File: config.mk
export PLATFORM = sky130hd
export DESIGN_NAME = uart_rx_frame
export DESIGN_NICKNAME = d
export VERILOG_FILES = /design/src/rtl/uart_pkg.sv /design/src/rtl/sync_ff.sv /design/src/rtl/uart_rx_frame.sv
export SDC_FILE = /design/constraint.sdc
export NUM_CORES = 1
export LEC_CHECK = 0
export CAP_MARGIN = 20
export CORE_ASPECT_RATIO = 0.7
export CORE_UTILIZATION = 55
export DETAILED_ROUTE_END_ITERATION = 16
export PLACE_DENSITY = 0.72
export SLEW_MARGIN = 20
export SYNTH_ARGS = -nofsm -noshare
export SYNTH_HDL_FRONTEND = slang
export SYNTH_SLANG_ARGS = --single-unit
export TNS_END_PERCENT = 20
File: constraint.sdc
create_clock -name CLK -period 2.15 [get_ports CLK]
set_clock_uncertainty 0.1 [all_clocks]
set_input_delay 0.215 -clock CLK [delete_from_list [all_inputs] [get_ports CLK]]
set_output_delay 0.215 -clock CLK [all_outputs]
set_load 0.05 [all_outputs]
File: src/rtl/uart_pkg.sv
// Shared types and helpers for the UART receive path.
package uart_pkg;

  localparam int UART_DATA_W = 8;

  typedef enum logic [2:0] {
    IDLE  = 3'd0,
    START = 3'd1,
    DATA  = 3'd2,
    STOP  = 3'd3,
    BREAK = 3'd4
  } rx_state_t;

  // Clock cycles per bit; truncating division.
  function automatic int bit_cyc(input int clk_hz, input int baud);
    return clk_hz / baud;
  endfunction

endpackage

File: src/rtl/sync_ff.sv
// N-flop synchronizer for asynchronous input pins; reset value selects the idle level.
module sync_ff #(
  parameter int   STAGES  = 2,
  parameter logic RST_VAL = 1'b1
) (
  input  logic clk,
  input  logic rst_n,
  input  logic d,
  output logic q
);

  if (STAGES < 2) begin : g_bad_stages
    $error("sync_ff: STAGES must be at least 2");
  end

  logic [STAGES-1:0] ff;

  always_ff @(posedge clk or negedge rst_n) begin
    if (!rst_n) ff <= {STAGES{RST_VAL}};
    else        ff <= {ff[STAGES-2:0], d};
  end

  assign q = ff[STAGES-1];

endmodule

File: src/rtl/uart_rx_frame.sv
// UART 8N1 receiver: synchronizes the serial line, samples mid-bit, and emits one
// registered byte per good frame; framing errors raise a strobe and are not forwarded.
module uart_rx_frame
  import uart_pkg::*;
#(
  parameter int CLK_HZ      = 50_000_000,
  parameter int BAUD        = 9600,
  parameter int SYNC_STAGES = 2
) (
  input  logic                   CLK,
  input  logic                   RSTn,
  input  logic                   RX_Pin_In,
  output logic [UART_DATA_W-1:0] RX_Data,
  output logic                   RX_Done_Sig,
  output logic                   Frame_Err,
  output logic                   RX_Busy,
  output rx_state_t              state_dbg
);

  localparam int BIT_CYC = bit_cyc(CLK_HZ, BAUD);
  localparam int CNT_W   = $clog2(BIT_CYC);
  localparam logic [CNT_W-1:0] HALF_LAST = CNT_W'(BIT_CYC / 2 - 1);
  localparam logic [CNT_W-1:0] FULL_LAST = CNT_W'(BIT_CYC - 1);

  if (BIT_CYC < 8) begin : g_bad_baud
    $error("uart_rx_frame: CLK_HZ/BAUD must be at least 8");
  end

  logic                   rx_s;
  logic                   rx_prev;
  rx_state_t              state;
  logic [CNT_W-1:0]       clk_cnt;
  logic [2:0]             bit_idx;
  logic [UART_DATA_W-1:0] shreg;

  sync_ff #(.STAGES(SYNC_STAGES), .RST_VAL(1'b1)) u_sync (
    .clk   (CLK),
    .rst_n (RSTn),
    .d     (RX_Pin_In),
    .q     (rx_s)
  );

  // rx_prev resets high so a line already low at release needs a fresh fall.
  always_ff @(posedge CLK or negedge RSTn) begin
    if (!RSTn) begin
      state       <= IDLE;
      rx_prev     <= 1'b1;
      clk_cnt     <= '0;
      bit_idx     <= '0;
      shreg       <= '0;
      RX_Data     <= '0;
      RX_Done_Sig <= 1'b0;
      Frame_Err   <= 1'b0;
      RX_Busy     <= 1'b0;
    end else begin
      rx_prev     <= rx_s;
      RX_Done_Sig <= 1'b0;
      Frame_Err   <= 1'b0;
      unique case (state)
        IDLE: begin
          clk_cnt <= '0;
          if (rx_prev && !rx_s) begin
            state   <= START;
            RX_Busy <= 1'b1;
          end
        end
        START: begin
          if (clk_cnt == HALF_LAST) begin
            clk_cnt <= '0;
            bit_idx <= '0;
            if (rx_s) begin
              state   <= IDLE;
              RX_Busy <= 1'b0;
            end else begin
              state <= DATA;
            end
          end else begin
            clk_cnt <= clk_cnt + 1'b1;
          end
        end
        DATA: begin
          if (clk_cnt == FULL_LAST) begin
            clk_cnt <= '0;
            shreg   <= {rx_s, shreg[UART_DATA_W-1:1]};
            if (bit_idx == 3'd7) state <= STOP;
            else                 bit_idx <= bit_idx + 1'b1;
          end else begin
            clk_cnt <= clk_cnt + 1'b1;
          end
        end
        STOP: begin
          if (clk_cnt == FULL_LAST) begin
            clk_cnt <= '0;
            if (rx_s) begin
              RX_Data     <= shreg;
              RX_Done_Sig <= 1'b1;
              state       <= IDLE;
              RX_Busy     <= 1'b0;
            end else begin
              Frame_Err <= 1'b1;
              state     <= BREAK;
            end
          end else begin
            clk_cnt <= clk_cnt + 1'b1;
          end
        end
        BREAK: begin
          clk_cnt <= '0;
          if (rx_s) begin
            state   <= IDLE;
            RX_Busy <= 1'b0;
          end
        end
        default: begin
          state   <= IDLE;
          clk_cnt <= '0;
          RX_Busy <= 1'b0;
        end
      endcase
    end
  end

  assign state_dbg = state;

endmodule

---- After elaboration in Yosys (flattened, before gate mapping) ----
Index checks and enable logic that the tools add are counted.
cells by class
  bitwise gates (word level) .............. 1
  equality and inequality tests ........... 14
  reductions and logical operators ........ 10
  $add $sub $neg .......................... 2
  muxes and demuxes ....................... 27
operator list
  cell                   count
  $mux 3                 10
  $mux 13                2
  $pmux 13 s2            1
  $pmux 3 s5             1
  $add 13x1->13 const B  1
  $eq 13x12->1 const B   1
  $eq 13x13->1 const B   1
  $ne 2x2->1 const B     6
  $mux 1                 10
  $reduce_and 4->1       2
  $eq 3x2->1 const B     2
  $eq 3x3->1 const B     2
  $pmux 3 s2             1
  $reduce_and 6->1       1
  $pmux 1 s5             1
  $add 3x1->3 const B    1
  $eq 3x1->1 const B     1
  $logic_not 3->1        1
  $reduce_and 3->1       1
  $mux 2                 1
  $ne 2x1->1 const B     1
  $reduce_and 2->1       1
  $reduce_bool 2->1      1
  $reduce_or 2->1        1
  3 further kinds        3
storage, ports and cells
  logic and storage cells ................. 64
  register bits after elaboration ......... 41
  output and inout port bits .............. 14
  input bits .............................. 3

---- Logic depth before layout (Yosys ltp) ----
Gate-level depths: netlist of run 1.
  depth in word-level cells ............... 4
  depth in mapped cells ................... 6
  depth with buffers taken out ............ 5

---- Cells and area by module ----
A second synthesis of run 1 with hierarchy kept.
unflattened totals
  cells, all modules ...................... 162
  area total of the unflattened synthesis .. 1961.9 um^2
modules (own cells, without submodules)
  module         instances  cells an instance  area each (um^2)
  uart_rx_frame  1          160                1909.3
  sync_ff        1          2                  52.6

---- Least setup slack after synthesis of run 1 ----
No wires, ideal clock.
  path type ............................... flip-flop to flip-flop
  start point ............................. register state[0], in the netlist state_dbg[0]
  end point ............................... register state[0], in the netlist state_dbg[0]
  path buffers ............................ 1
  path slack .............................. 0.226 ns
  period minus slack after synthesis ...... 1.924 ns
  data arrival time ....................... 1.696 ns
  cell stages (with the launch flop) ...... 6
  cells stage by stage .................... dfrtp_1 buf_6 inv_1 or3_1 a2bb2oi_4 mux2_1
on the way
  word-level cells in the longest chain between the ends .. 3
  elaborated cells between the ends (all ways) .. 13
  those cells by class .................... 10 x eq/ne; 1 x mux; 2 x reduce/logical
RTL lines
  element                                                    RTL line             RTL
  start: declaration                                         uart_rx_frame.sv:31  rx_state_t state;
  start signal: assignment                                   uart_rx_frame.sv:46  state <= IDLE;
  start signal: assignment                                   uart_rx_frame.sv:63  state <= START;
  start signal: assignment                                   uart_rx_frame.sv:72  state <= IDLE;
  $eq 3x3->1 (tied with other cells)                         uart_rx_frame.sv:59  unique case (state)
  $ne 2x1->1 (no line) / $ne 2x2->1 (equally long branches)  n/a
  $reduce_and 6->1 (no line)                                 n/a
Parallel ways exist; a longest one is shown, timed or not.
A chain may end at the register's enable or synchronous reset.

---- Worst setup path in the final report of run 1 ----
  start point ............................. register state[0], in the netlist state_dbg[0]
  end point ............................... output port state_dbg[0]
RTL lines
  element           RTL line             RTL
  end: declaration  uart_rx_frame.sv:17  output rx_state_t state_dbg
No word-level cell between the ends.

==> flow_metrics.env, run 1 <==
export IMPL_status="complete, no violations"
export IMPL_r2r_cells=5
export IMPL_setup_viol=0
export IMPL_avgSynthCellArea_um2=12.5
export IMPL_drtPass1Iterations=4
export IMPL_overflow=0
export IMPL_place_hpwl_um=2400
export IMPL_io_pin_count=17
export IMPL_utilization_pct=70.1
export IMPL_drive_gt1_share_pct=24.9
export IMPL_gp_congestion=0.792
export IMPL_via_per_inst=5.40
export IMPL_critPathCaptureType="output pin"
export IMPL_fin_crit_sh_pct=94.7
export IMPL_first_iter_violations=60
export IMPL_grt_use_met3_pct=6.98
export IMPL_busiest_layer="met2"
export IMPL_synth_area_um2=1970
export IMPL_areaGrowthSynthToFinish_pct=16.5
export IMPL_drc=0
export IMPL_avgRoutedWirePerCell_um=14.7
export IMPL_coreArea_um2=3280
export IMPL_async_flop_share_pct=100
export IMPL_place_ws_ns=0.225
export IMPL_slew_viol_final=0
export IMPL_layout_common_cells="dfrtp_1 (38), nor2_1 (19), clkdlybuf4s50_1 (15)"
export IMPL_powerDensity_nw_per_um2=663
export IMPL_h_tree_depth=2
export IMPL_min_path_type="input port to flip-flop"
export IMPL_synth_fp_nets=163
export IMPL_cts_sinks=41
export IMPL_grtUsageMet2_pct=32.6
export IMPL_slew_headroom_pct=41.5
export IMPL_fp_dieH_um=52.1
export IMPL_antenna_found_initial=0
export IMPL_fill_cells=237
export IMPL_root_buffer="clkbuf_8"
export IMPL_grt_max_degree=42
export IMPL_synthCells=157
export IMPL_worst_slew_pin_transition_ns=0.878
export IMPL_clk_latency_ns=0.29
export IMPL_synth_ff_type="dfrtp_1"
export IMPL_std_cell_rows=17
export IMPL_insertedDiodeCount=0
export IMPL_timing_critical_path_slowest_cell_delay_ns=0.87
export IMPL_cts_buffers=5
export IMPL_arrival_ns=1.72
export IMPL_first_global_vias=1221
export IMPL_grtUsageTotal_pct=21.2
export IMPL_regArea_um2=1030
export IMPL_synth_seq_cells=41
export IMPL_cp_cell_sequence="clkdlybuf4s50_1"
export IMPL_placed_cell_area_um2=2160
export IMPL_vias=1232
export IMPL_cp_slowest_cell="clkdlybuf4s50_1"
export IMPL_final_common_cell="dfrtp_1"
export IMPL_hold_viol=0
export IMPL_p_leak_nw=1.04
export IMPL_grt_pass1_wl_um=5750
export IMPL_ir_worst_vdd_uv=586
export IMPL_yosysWarningCount=0
export IMPL_final_cell_area_um2=2290
export IMPL_ys_types=38
export IMPL_cts_tree="built"
export IMPL_final_nets=186
export IMPL_hold_depth=1
export IMPL_path_delay_family="buffers and inverters"
export IMPL_port_buffer_count=16
export IMPL_synth_edff_count=0
export IMPL_layout_setup_ws_ns=0.115
export IMPL_use_met1_pct=28.1
export IMPL_initial_core_util_pct=60.1
export IMPL_max_freq_ghz=0.491
export IMPL_multi_input_area_um2=883
export IMPL_worst_hold_slack_ns=0.237
export IMPL_finalSetupTns_ns=0
export IMPL_maxCapViolCount=0
export IMPL_cp_buffers_inverters=1
export IMPL_cp_max_fo=11
export IMPL_required_ns=1.84
export IMPL_critPathKind="flip-flop to output pin"
export IMPL_crit_path_start_kind="flip-flop"
export IMPL_clk_pin_slew_worst_paths_ns=0.08
export IMPL_clk_path_buf_depth=2
export IMPL_fin_crit_ns=2.04
export IMPL_worst_path_stages=1
export IMPL_dieArea_um2=3830
export IMPL_ant_nets=0
export IMPL_die_w_um=73.5
export IMPL_grt_setup_unrepaired="false"
export IMPL_routed_wl_um=3350
export IMPL_seq_area_frac_synth_pct=52.3
-- routing by layer --
metal / vias up / share of wire, % / wire, µm
met5: - / 0 / 0
met1: 612 / 49 / 1630
met2: 21 / 47 / 1570
met3: 5 / 3.2 / 108
met4: 0 / 1.1 / 36
li1: 594 / - / -
-- repair_timing --
action                    in CTS  in global routing
resized for setup              0                  0
buffers inserted               0                  0
hold endpoints to repair      38                  0
hold buffers                   1                  0
-- metrics by stage --
step	power, mW	instances
after floorplan	0.863	157
final	1.52	228
after detailed placement	0.898	219
after global routing	1.57	228
after global placement	0.895	219
after CTS	1.54	228
-- worst register-to-register path, delay by kind of cell, from the launching register on --
kind,cells,cell delay (ns)
mux,1,0.33
flops,1,0.38
fa+ha+maj,1,0.25
simple gates,3,0.77
-- synth_stat cells (all sizes together) (2+ instances only) --
master / n / area, µm²
xnor2: 4 / 35.0
nor2: 20 / 91.3
and4: 2 / 17.5
buf: 4 / 41.3
a21oi: 3 / 15.0
inv: 4 / 15.0
or3: 2 / 12.5
nor3b: 3 / 27.5
nor3: 3 / 15.0
and3: 3 / 20.0
nand4: 8 / 80.1
mux2i: 2 / 20.0
nand3: 6 / 30.0
o21ai: 2 / 10.0
dfstp: 3 / 78.8
dfrtp: 38 / 951
nand2: 10 / 37.5
ha: 3 / 37.5
xor2: 7 / 61.3
mux2: 17 / 221
and4bb: 3 / 37.5
-- state kept, by name (all words and copies together), names as in the netlist --
name,count
state_dbg,3
bit_idx,3
RX_Busy,1
RX_Data,8
rx_prev,1
RX_Done_Sig,1
clk_cnt,13
u_sync.ff,2
shreg,8
Frame_Err,1
-- path summary, 6_finish.rpt --
check | end | start | slack [ns]
max reg2reg | RX_Data[0] | clk_cnt[0] | 0.22
min | u_sync.ff[0] | RX_Pin_In | 0.24
max in group asynchronous | clk_cnt[10] | RSTn | 0.93
max | state_dbg[0] | state_dbg[0] | 0.11
min reg2reg | u_sync.ff[1] | u_sync.ff[0] | 0.26
min in group asynchronous | shreg[3] | RSTn | 0.47
-- report_power, final --
group          internal [mW]  switching, mW  total (mW)
logic                 0.0315         0.0534      0.0849
clock network          0.377          0.260       0.637
registers              0.783         0.0153       0.799
total                   1.19          0.328        1.52
-- logic make-up (layout without fill, tap and decap cells) --
| logic type | count (synthesis) | count (layout) | synth area share (%) |
|---|---|---|---|
| and+or+nand+nor | 65 | 65 | 21.4 |
| DFF | 41 | 41 | 52.3 |
| muxes | 19 | 19 | 12.3 |
| xor gates and xnor gates | 11 | 11 | 4.89 |
| AOI/OAI and AO/OA | 10 | 10 | 4.38 |
| buffers and inverters | 8 | 32 | 2.86 |
| adders and majority gates | 3 | 3 | 1.91 |
-- layout make-up --
cell class | instances | share of cell area [%]
clock buffers | 6 | 3.60
flip-flops and latches | 41 | 44.9
inverters | 4 | 0.654
well taps | 47 | 2.56
repair buffers | 20 | 8.18
clock inverters | 2 | 1.64
multi-input cells | 108 | 38.5
(Power assumes the default switching activity.)
==> run 2: changes to the inputs <==
CAP_MARGIN = 5   (was 20)
PLACE_DENSITY = 0.82   (was 0.72)
==> run 2 against run 1 <==
Routed wire length grew 1.1%. Via count grew 0.24%. Utilization shrank 1.5 points. Count of clock-buffer cells in the layout grew 2. Die area is the same. First-iteration DRC count grew 1.7%. Clock power shrank 27%. Critical path depth is the same. Worst hold slack gained 0.018 ns. Register-to-register slack lost 0.03 ns. Final area shrank 2.1%. Global-route usage shrank 0.54 points. Largest cell class unchanged. Largest power group unchanged.
==> flow_metrics.env, run 2 (synthesis results as in run 1) <==
export IMPL_regArea_um2=1030
export IMPL_postCtsHoldBufs=1
export IMPL_cp_max_fo=11
export IMPL_setup_viol=0
export IMPL_critPathKind="flip-flop to output pin"
export IMPL_initial_core_util_pct=60.1
export IMPL_place_ws_ns=0.191
export IMPL_grt_max_degree=42
export IMPL_grt_setup_unrepaired="false"
export IMPL_dieArea_um2=3830
export IMPL_ir_worst_vdd_uv=455
export IMPL_timing_critical_path_slowest_cell_delay_ns=0.88
export IMPL_drc=0
export IMPL_insertedDiodeCount=0
export IMPL_via_per_inst=5.44
export IMPL_vias=1235
export IMPL_utilization_pct=68.6
export IMPL_avgRoutedWirePerCell_um=14.9
export IMPL_regMostFlops="clk_cnt"
export IMPL_fin_crit_ns=2.04
export IMPL_cp_slowest_cell="clkdlybuf4s50_1"
export IMPL_ctsResizeCount=0
export IMPL_finalSetupTns_ns=0
export IMPL_critPathCaptureType="output pin"
export IMPL_final_nets=185
export IMPL_worst_slew_pin_transition_ns=0.855
export IMPL_hold_viol=0
export IMPL_antenna_found_initial=0
export IMPL_clk_latency_ns=0.28
export IMPL_drive_gt1_share_pct=22.8
export IMPL_slew_viol_final=0
export IMPL_placed_cell_area_um2=2160
export IMPL_clk_path_buf_depth=2
export IMPL_largest_reg_flops=13
export IMPL_post_cts_buffers=0
export IMPL_multi_input_area_um2=883
export IMPL_maxCapViolCount=0
export IMPL_final_cells=227
export IMPL_cp_cell_sequence="clkdlybuf4s50_1"
export IMPL_final_common_cell="dfrtp_1"
export IMPL_first_global_vias=1191
export IMPL_layout_common_cells="dfrtp_1 (38), nor2_1 (19), clkdlybuf4s50_1 (15)"
export IMPL_cts_tree="built"
export IMPL_cts_buffers=5
export IMPL_slew_headroom_pct=43.0
export IMPL_drtPass1Iterations=4
export IMPL_ant_nets=0
export IMPL_clk_pin_slew_worst_paths_ns=0.07
export IMPL_gp_congestion=0.815
export IMPL_place_hpwl_um=2480
export IMPL_fin_crit_sh_pct=95.0
export IMPL_routed_wl_um=3390
export IMPL_final_cell_area_um2=2250
export IMPL_port_buffer_count=16
export IMPL_worst_hold_slack_ns=0.255
export IMPL_cp_buffers_inverters=1
export IMPL_fp_dieH_um=52.1
export IMPL_cts_sinks=41
export IMPL_overflow=0
export IMPL_path_delay_family="buffers and inverters"
export IMPL_grtUsageTotal_pct=20.6
export IMPL_max_freq_ghz=0.490
export IMPL_p_leak_nw=1.02
export IMPL_grt_pass1_wl_um=5640
export IMPL_io_pin_count=17
export IMPL_layout_setup_ws_ns=0.108
export IMPL_min_path_type="input port to flip-flop"
export IMPL_top_regs="clk_cnt x13, RX_Data x8, shreg x8"
export IMPL_die_w_um=73.5
export IMPL_powerDensity_nw_per_um2=600
export IMPL_arrival_ns=1.73
export IMPL_required_ns=1.84
export IMPL_placed_cells=218
export IMPL_std_cell_rows=17
export IMPL_first_iter_violations=61
export IMPL_root_buffer="clkbuf_8"
export IMPL_areaGrowthSynthToFinish_pct=14.1
export IMPL_h_tree_depth=2
export IMPL_crit_path_start_kind="flip-flop"
export IMPL_coreArea_um2=3280
export IMPL_status="complete, no violations"
export IMPL_power_total_mw=1.35
export IMPL_fill_cells=254
==> run 2: area by class of cell <==
cell class	count	area share [%]
Inverter	4	0.668
Tap cell	47	2.62
Timing Repair Buffer	19	8.02
Multi-Input combinational cell	108	39.3
Clock buffer	8	3.56
Sequential cell	41	45.8
==> run 2: where the power goes <==
group          switching, mW  internal, mW
Sequential            0.0154         0.784
Clock                  0.236         0.230
Combinational         0.0531        0.0291
Total                  0.305          1.04
==> run 2: worst paths after layout <==
path,cells past startpoint,endpoint,slack [ns],from
min in group asynchronous,2,RX_Data[0],0.48,RSTn
max in group asynchronous,2,shreg[7],0.94,RSTn
worst min register to register,0,u_sync.ff[1],0.26,u_sync.ff[0]
worst max-delay path,1,state_dbg[0],0.11,state_dbg[0]
worst min-delay path,1,u_sync.ff[0],0.26,RX_Pin_In
worst max register to register,5,RX_Data[6],0.19,clk_cnt[0]
==> run 2: metal layers <==
layer / track usage (%) / wire (µm) / up-vias
met3: 5.62 / 122 / 9
met1: 27.7 / 1650 / 610
met4: 8.01 / 51 / 0
li1: - / - / 594
met2: 32.0 / 1560 / 22
met5: 0 / 0 / -
==> run 3: changes to the inputs <==
SLEW_MARGIN = 40   (was 20)
==> run 3 against run 2 <==
Count of clock-buffer cells in the layout down 2. Utilization up 0.92 points. Register-to-register slack about the same. Die area unchanged. Clock power up 28%. Sequential share of layout area down 0.60 points. Worst hold slack worse by 0.0043 ns. Critical path depth unchanged.
==> flow_metrics.env, run 3 (synthesis results as in run 1) <==
export IMPL_cts_tree="built"
export IMPL_first_global_vias=1204
export IMPL_ant_nets=0
export IMPL_areaGrowthSynthToFinish_pct=15.6
export IMPL_fill_cells=243
export IMPL_min_delay_start="RX_Pin_In"
export IMPL_powerDensity_nw_per_um2=648
export IMPL_drtPass1Iterations=5
export IMPL_cts_buffers=5
export IMPL_cp_slowest_cell="clkdlybuf4s50_1"
export IMPL_initial_core_util_pct=60.1
export IMPL_grt_setup_unrepaired="false"
export IMPL_max_freq_ghz=0.495
export IMPL_critPathKind="flip-flop to output pin"
export IMPL_hold_depth=1
export IMPL_fp_dieH_um=52.1
export IMPL_min_path_type="input port to flip-flop"
export IMPL_overflow=0
export IMPL_arrival_ns=1.71
export IMPL_antenna_found_initial=0
export IMPL_crit_path_start_kind="flip-flop"
export IMPL_clk_path_buf_depth=2
export IMPL_place_hpwl_um=2470
export IMPL_cp_cell_sequence="clkdlybuf4s50_1"
export IMPL_status="complete, no violations"
export IMPL_vias=1275
export IMPL_grt_max_degree=42
export IMPL_placed_cells=218
export IMPL_drive_gt1_share_pct=23.9
export IMPL_ctsResizeCount=0
export IMPL_layout_setup_ws_ns=0.128
export IMPL_worst_r2r_endpoint="RX_Data[1]"
export IMPL_regToRegSetupSlack_ns=0.18
export IMPL_top_regs="clk_cnt x13, RX_Data x8, shreg x8"
export IMPL_grtUsageTotal_pct=21.2
export IMPL_maxCapViolCount=0
export IMPL_slew_headroom_pct=65.7
export IMPL_root_buffer="clkbuf_8"
export IMPL_power_total_mw=1.48
export IMPL_layout_common_cells="dfrtp_1 (38), nor2_1 (19), clkdlybuf4s50_1 (15)"
export IMPL_largest_reg_flops=13
export IMPL_cp_max_fo=11
export IMPL_final_cells=227
export IMPL_h_tree_depth=2
export IMPL_regMostFlops="clk_cnt"
export IMPL_place_ws_ns=0.187
export IMPL_fin_crit_sh_pct=94.0
export IMPL_final_common_cell="dfrtp_1"
export IMPL_worst_slew_pin_transition_ns=0.513
export IMPL_first_iter_violations=62
export IMPL_post_cts_buffers=0
export IMPL_std_cell_rows=17
export IMPL_final_nets=185
export IMPL_insertedDiodeCount=0
export IMPL_fin_crit_ns=2.02
export IMPL_path_delay_family="buffers and inverters"
export IMPL_clk_pin_slew_worst_paths_ns=0.07
export IMPL_placed_cell_area_um2=2160
export IMPL_gp_congestion=0.815
export IMPL_finalSetupTns_ns=0
export IMPL_grt_pass1_wl_um=5820
export IMPL_port_buffer_count=16
export IMPL_critPathCaptureType="output pin"
export IMPL_setup_viol=0
export IMPL_timing_critical_path_slowest_cell_delay_ns=0.87
export IMPL_io_pin_count=17
export IMPL_r2r_cells=5
export IMPL_coreArea_um2=3280
export IMPL_routed_wl_um=3440
export IMPL_hold_viol=0
export IMPL_die_w_um=73.5
export IMPL_clk_latency_ns=0.29
export IMPL_required_ns=1.84
export IMPL_dieArea_um2=3830
export IMPL_slew_viol_final=0
export IMPL_final_cell_area_um2=2280
export IMPL_drc=0
export IMPL_cp_buffers_inverters=1
export IMPL_postCtsHoldBufs=1
export IMPL_r2r_start="clk_cnt[0]"
export IMPL_holdPathEnd="u_sync.ff[0]"
export IMPL_ir_worst_vdd_uv=470
export IMPL_avgRoutedWirePerCell_um=15.1
export IMPL_via_per_inst=5.62
export IMPL_cts_sinks=41
export IMPL_p_leak_nw=1.03
## run 3: cell types whose count changed in the layout (fill, tap and decap cells not counted), sizes merged
cell / change
clkbuf: -2
bufinv: +1
clkinv: +1
## run 3: per-layer routing
layer  routed length [µm]  GRT usage, %  share of wire [%]  up-vias
met2                 1650          33.0                 48       38
met5                    0             0                  0        -
li1                     -             -                  -      597
met1                 1550          28.4                 45      635
met4                   33          8.01               0.96        0
met3                  203          5.81                5.9        5
## run 3: worst max-delay path by stage
stage | from | to | slack, ns | cells after the start
3_3_place_gp | clk_cnt[0] | RX_Data[5] | 0.25 | 5
5_1_grt | state_dbg[0] | state_dbg[0] | 0.05 | 1
4_1_cts | state_dbg[0] | state_dbg[0] | 0.13 | 1
3_5_place_dp | clk_cnt[0] | RX_Data[6] | 0.19 | 5
6_report | state_dbg[0] | state_dbg[0] | 0.13 | 1
2_1_floorplan | state_dbg[0] | state_dbg[0] | 0.23 | 5
## run 3: power breakdown
group	internal [mW]	switching (mW)
clock network	0.344	0.251
logic	0.0296	0.0530
registers	0.783	0.0148
total	1.16	0.319
## run 3: through the flow
| stage | hold WS, ns | util, % |
|---|---|---|
| 5_1_grt | 0.246 | 69.5 |
| 3_5_place_dp | 0.117 | 65.9 |
| 6_report | 0.251 | 69.5 |
| 4_1_cts | 0.246 | 69.5 |
| 3_3_place_gp | 0.246 | 65.9 |
| 2_1_floorplan | -0.181 | - |
## run 3: area by class of cell
| class | instances | area, µm² | share of cell area (%) |
|---|---|---|---|
| clock buffers | 6 | 72.6 | 3.19 |
| clock inverters | 2 | 35.0 | 1.54 |
| inverters | 4 | 15.0 | 0.659 |
| multi-input cells | 108 | 883 | 38.8 |
| flip-flops and latches | 41 | 1030 | 45.2 |
| well taps | 47 | 58.8 | 2.58 |
| repair buffers | 19 | 183 | 8.02 |
